### src/rtl/regbank16x32.sv
// 16 x WIDTH register bank: one synchronous write port, two combinational
// read ports, and a sequenced bulk-clear engine (IDLE/CLEAR).
// Optional macro REGBANK_BYPASS_EN enables same-cycle write-through
// forwarding onto the read ports.
module regbank16x32 #(
    parameter int unsigned WIDTH     = 32,
    parameter bit          ZERO_REG0 = 1'b0
) (
    input  logic             clk,
    input  logic             rst,
    input  logic             we,
    input  logic [3:0]       waddr,
    input  logic [WIDTH-1:0] wdata,
    input  logic [3:0]       raddr_a,
    input  logic [3:0]       raddr_b,
    output logic [WIDTH-1:0] rdata_a,
    output logic [WIDTH-1:0] rdata_b,
    input  logic             clr_req,
    output logic             busy,
    output logic             wr_drop
);

    localparam int unsigned DEPTH = 16;
    localparam int unsigned AW    = 4;

    typedef enum logic {
        IDLE  = 1'b0,
        CLEAR = 1'b1
    } state_e;

    state_e           state_q, state_d;
    logic [AW-1:0]    ptr_q, ptr_d;
    logic             wr_drop_q, wr_drop_d;
    logic [WIDTH-1:0] entries_q [DEPTH];
    logic [WIDTH-1:0] entries_d [DEPTH];
    logic             wr_blocked;

    // Writes to the hardwired-zero entry are silently ignored (no drop pulse).
    assign wr_blocked = ZERO_REG0 && (waddr == '0);
    assign busy       = (state_q == CLEAR);
    assign wr_drop    = wr_drop_q;

    // Next-state: write commit in IDLE, one-entry-per-cycle sweep in CLEAR.
    always_comb begin
        state_d   = state_q;
        ptr_d     = ptr_q;
        wr_drop_d = 1'b0;
        entries_d = entries_q;
        case (state_q)
            IDLE: begin
                if (we && !wr_blocked) begin
                    entries_d[waddr] = wdata;
                end
                if (clr_req) begin
                    state_d = CLEAR;
                    ptr_d   = '0;
                end
            end
            CLEAR: begin
                entries_d[ptr_q] = '0;
                if (we && !wr_blocked) begin
                    wr_drop_d = 1'b1;
                end
                if (ptr_q == AW'(DEPTH - 1)) begin
                    state_d = IDLE;
                    ptr_d   = '0;
                end else begin
                    ptr_d = ptr_q + AW'(1);
                end
            end
            default: begin
                state_d = IDLE;
                ptr_d   = '0;
            end
        endcase
    end

    // State, pointer, drop flag and storage registers; reset wins over all.
    always_ff @(posedge clk) begin
        if (rst) begin
            state_q   <= IDLE;
            ptr_q     <= '0;
            wr_drop_q <= 1'b0;
            for (int i = 0; i < DEPTH; i++) begin
                entries_q[i] <= '0;
            end
        end else begin
            state_q   <= state_d;
            ptr_q     <= ptr_d;
            wr_drop_q <= wr_drop_d;
            entries_q <= entries_d;
        end
    end

    // Read port A: stored word, optional forwarding, entry-0 override last.
    always_comb begin
        rdata_a = entries_q[raddr_a];
`ifdef REGBANK_BYPASS_EN
        if (we && !busy && !wr_blocked && (raddr_a == waddr)) begin
            rdata_a = wdata;
        end
`endif
        if (ZERO_REG0 && (raddr_a == '0)) begin
            rdata_a = '0;
        end
    end

    // Read port B: same selection as port A.
    always_comb begin
        rdata_b = entries_q[raddr_b];
`ifdef REGBANK_BYPASS_EN
        if (we && !busy && !wr_blocked && (raddr_b == waddr)) begin
            rdata_b = wdata;
        end
`endif
        if (ZERO_REG0 && (raddr_b == '0)) begin
            rdata_b = '0;
        end
    end

endmodule

### config.mk
export PLATFORM = sky130hd
export DESIGN_NAME = regbank16x32
export DESIGN_NICKNAME = d
export VERILOG_FILES = /design/src/rtl/regbank16x32.sv
export SDC_FILE = /design/constraint.sdc
export NUM_CORES = 1
export LEC_CHECK = 0
export CORE_ASPECT_RATIO = 0.5
export CORE_MARGIN = 8
export CORE_UTILIZATION = 55
export DETAILED_ROUTE_END_ITERATION = 8
export MAX_ROUTING_LAYER = met4
export PLACE_DENSITY_LB_ADDON = 0.08
export SYNTH_ARGS = -nofsm -noshare
export SYNTH_HDL_FRONTEND = slang
export SYNTH_SLANG_ARGS = --single-unit
### constraint.sdc
create_clock -name clk -period 4.4 [get_ports clk]
set_input_delay 0.88 -clock clk [delete_from_list [all_inputs] [get_ports clk]]
set_output_delay 0.88 -clock clk [all_outputs]
set_load 0.01 [all_outputs]
==> impl_metrics.py <==
metrics = {
    "synth": {
        "syn_area_um2": 28920,
        "synth_top_family_by_area": "compound AO/OA/AOI/OAI gates",
        "synth_nets": 3115,
        "synthCells": 3062,
        "synth-warning-count": 0,
        "synth_fa_ha_area_frac": 0.002163,
        "synth_mux_area_frac": 0.1994,
        "synth-seq-cells": 518,
        "yosysSeqAreaShare": 0.3586,
        "synth-compound-area-share": 0.2569,
        "yosys.area_share.simple": 0.1097,
        "avgSynthCellArea_um2": 9.445,
        "synth_xor_xnor_area_share": 0,
        "synth.distinct_cells": 31,
    },
    "pwr": {
        "p_int_mw": 7.515,
        "power.switching_mw": 2.928,
        "seq_power_share": 0.457,
        "p_per_area_nw_per_um2": 325.4,
        "p_leak_nw": 9.594,
        "vdd_drop_max_uv": 382.4,
        "power.share.combinational": 0.117,
        "clockPowerShare": 0.425,
        "switching_share": 0.2804,
    },
    "sta": {
        "fin_hold_ws_ns": 0.4996,
        "finalHoldViolCount": 0,
        "final_max_slew_viol_count": 0,
        "finalSetupTns_ns": 0,
        "rsz0062_at_grt": "no",
        "max_freq_mhz": 244.0,
        "fin_skew_ns": 0.03066,
        "final-setup-viol-count": 0,
        "relSlewSlack": 0.1528,
        "period_needed_ns": 4.098,
        "post-route-period-util": 0.9314,
        "tightest_slew_ns": 1.268,
    },
    "global_routing": {
        "grt_overflow": 0,
        "grt_pass1_wl_mm": 178.5,
        "antenna_found_initial": 10,
        "grt_use_total": 0.3918,
        "grt_max_degree": 129,
        "grt_pass1_vias": 26822,
    },
    "layout": {
        "drive_above_1_share": 0.1641,
        "finish.utilization": 0.6175,
        "syn2layout_area_growth_pct": 10.96,
        "nets": 2890,
        "fillers": 4288,
        "layout_common_cells": "dfxtp_1 (518), a21oi_1 (516), nand3_1 (514)",
        "layout_commonest_cell": "dfxtp_1",
    },
    "routing": {
        "wl_met1_mm": 45.53,
        "routed.top_layer": "met4",
        "wire_per_inst_um": 33.36,
        "drt-vias-per-instance": 7.890,
        "dr.pass1.iters": 6,
        "met2_length_mm": 50.20,
        "wl_met3_mm": 18.16,
        "drtIter0Drc": 4704,
        "vias": 28302,
        "drc": 0,
        "detail-route-antenna-nets": 0,
        "drt_wl_total_mm": 119.6,
    },
    "clock_network": {
        "clock_sinks": 518,
        "clock_tree.htree_level_count": 2,
        "clk_pin_slew_ns": 0.07,
        "cts_setup_buffers": 0,
        "cts-resized-gates": 0,
        "ctsHoldBuffers": 0,
        "cts_root_buffer": "clkbuf_16",
        "clock_path_buffers": 3,
        "cts_tree": "yes",
        "clkLatencyLatePin_ns": 0.62,
        "cts_buffers": 49,
    },
    "die": {
        "core_um2": 51970,
        "row_count": 59,
        "io_pins": 114,
        "start_util": 0.5565,
        "fp.dieH_um": 178.1,
        "dieArea_um2": 60620,
        "dieWidth_um": 340.3,
    },
    "worst_setup_path": {
        "cp_slowest_cell": "mux4_2",
        "critPathLaunchType": "primary input",
        "slowest_delay_ns": 0.52,
        "cp-end-kind": "output port",
        "worst-endpoint-arrival_ns": 3.22,
        "path_class": "primary input to output port",
        "crit_required_ns": 3.52,
        "path_cells": "clkbuf_8, buf_12, mux4_2, a22oi_1, nand2_1, clkdlybuf4s50_1",
        "cp_max_fo": 25,
    },
    "place": {
        "dp_hpwl_mm": 62.56,
        "port-buffer-count": 113,
        "gp_congestion": 0.9086,
    },
    "run_status": {
        "status": "complete, no violations",
    },
    "hold_path": {
        "hold_path.class": "register to register",
    },
    "flow_run": {
        "maxCapViolCount": 0,
    },
}
[metrics by stage]
step | cell area [um2] | instances | total power [mW] | setup WS, ns
after floorplan | 28920 | 3062 | 5.587 | 1.346
after global placement | 30450 | 3487 | 6.049 | 0.4234
after detailed placement | 30450 | 3487 | 6.056 | 0.4111
after CTS | 32070 | 3578 | 10.38 | 0.3952
after global routing | 32080 | 3584 | 10.66 | 0.2724
final | 32090 | 3587 | 10.44 | 0.3020
[Yosys cell counts]
| library cell | instances | area [um2] |
|---|---|---|
| a211oi_1 | 2 | 15.01 |
| a21o_1 | 1 | 7.510 |
| a21oi_1 | 516 | 2582 |
| a22oi_1 | 128 | 960.9 |
| a31o_2 | 1 | 8.760 |
| a31oi_1 | 2 | 12.51 |
| and2_1 | 3 | 18.77 |
| and4b_1 | 1 | 10.01 |
| and4bb_2 | 2 | 25.02 |
| buf_1 | 47 | 176.4 |
| buf_2 | 125 | 625.6 |
| buf_4 | 2 | 15.01 |
| buf_6 | 13 | 146.4 |
| clkbuf_1 | 304 | 1141 |
| dfxtp_1 | 518 | 10370 |
| ha_1 | 5 | 62.56 |
| inv_1 | 4 | 15.01 |
| mux4_2 | 256 | 5766 |
| nand2_1 | 68 | 255.2 |
| nand2b_1 | 2 | 12.51 |
| nand3_1 | 514 | 2572 |
| nand4_1 | 4 | 25.02 |
| nand4b_1 | 9 | 78.83 |
| nand4bb_1 | 6 | 67.56 |
| nor2_1 | 6 | 22.52 |
| nor2b_1 | 6 | 37.54 |
| nor3b_1 | 2 | 15.01 |
| nor4b_2 | 1 | 15.01 |
| o211ai_1 | 512 | 3844 |
| or2_2 | 1 | 6.260 |
| or4b_1 | 1 | 10.01 |
[cells by family (layout without fill, tap and decap cells)]
| logic type | count (synthesis) | after routing |
|---|---|---|
| compound gates | 1162 | 1162 |
| simple gates | 626 | 626 |
| flops | 518 | 518 |
| buf+inv | 495 | 310 |
| mux | 256 | 256 |
| fa+ha+maj | 5 | 5 |
| other cells | 0 | 9 |
[per-layer routing]
layer | up-vias | global-route usage
met3 | 478 | 0.1357
met4 | 0 | 0.1725
li1 | 11529 | -
met1 | 14042 | 0.5137
met2 | 2253 | 0.5460
met5 | - | -
[registers in the layout, indices dropped and copies added (netlist names)]
name	count
entries_q	512
busy	1
ptr_q	4
wr_drop	1
[layout make-up]
cell class,count,area (um2),area share
clock inverters,16,112.6,0.003509
diodes,9,22.52,0.0007018
multi-input cells,2049,16650,0.5188
flip-flops and latches,518,10370,0.3231
well taps,701,877.1,0.02733
inverters,4,15.01,0.0004679
repair buffers,215,2537,0.07907
clock buffers,75,1506,0.04694
[path summary, 6_finish.rpt]
kind | from | end | slack [ns] | cells past startpoint
max | raddr_b[0] | rdata_b[26] | 0.30 | 6
min | entries_q[385]$_SDFFE_PP0P_ | entries_q[385]$_SDFFE_PP0P_ | 0.50 | 2
max reg2reg | busy$_SDFF_PP0_ | entries_q[460]$_SDFFE_PP0P_ | 1.52 | 4
min reg2reg | entries_q[385]$_SDFFE_PP0P_ | entries_q[385]$_SDFFE_PP0P_ | 0.50 | 2
[critical path, delay by kind of cell]
family | cells | cell delay [ns]
buf+inv | 3 | 1.13
mux | 1 | 0.52
simple gates | 1 | 0.17
compound gates | 1 | 0.47
[power groups by stage]
stage                     sequential, mW  clock (mW)  combinational [mW]
final                               4.78        4.44                1.23
after global routing                4.78        4.63                1.25
after CTS                           4.78        4.42                1.18
after detailed placement            4.88           0                1.17
after global placement              4.88           0                1.17
after floorplan                     4.87           0               0.721
(Power assumes the default switching activity.)
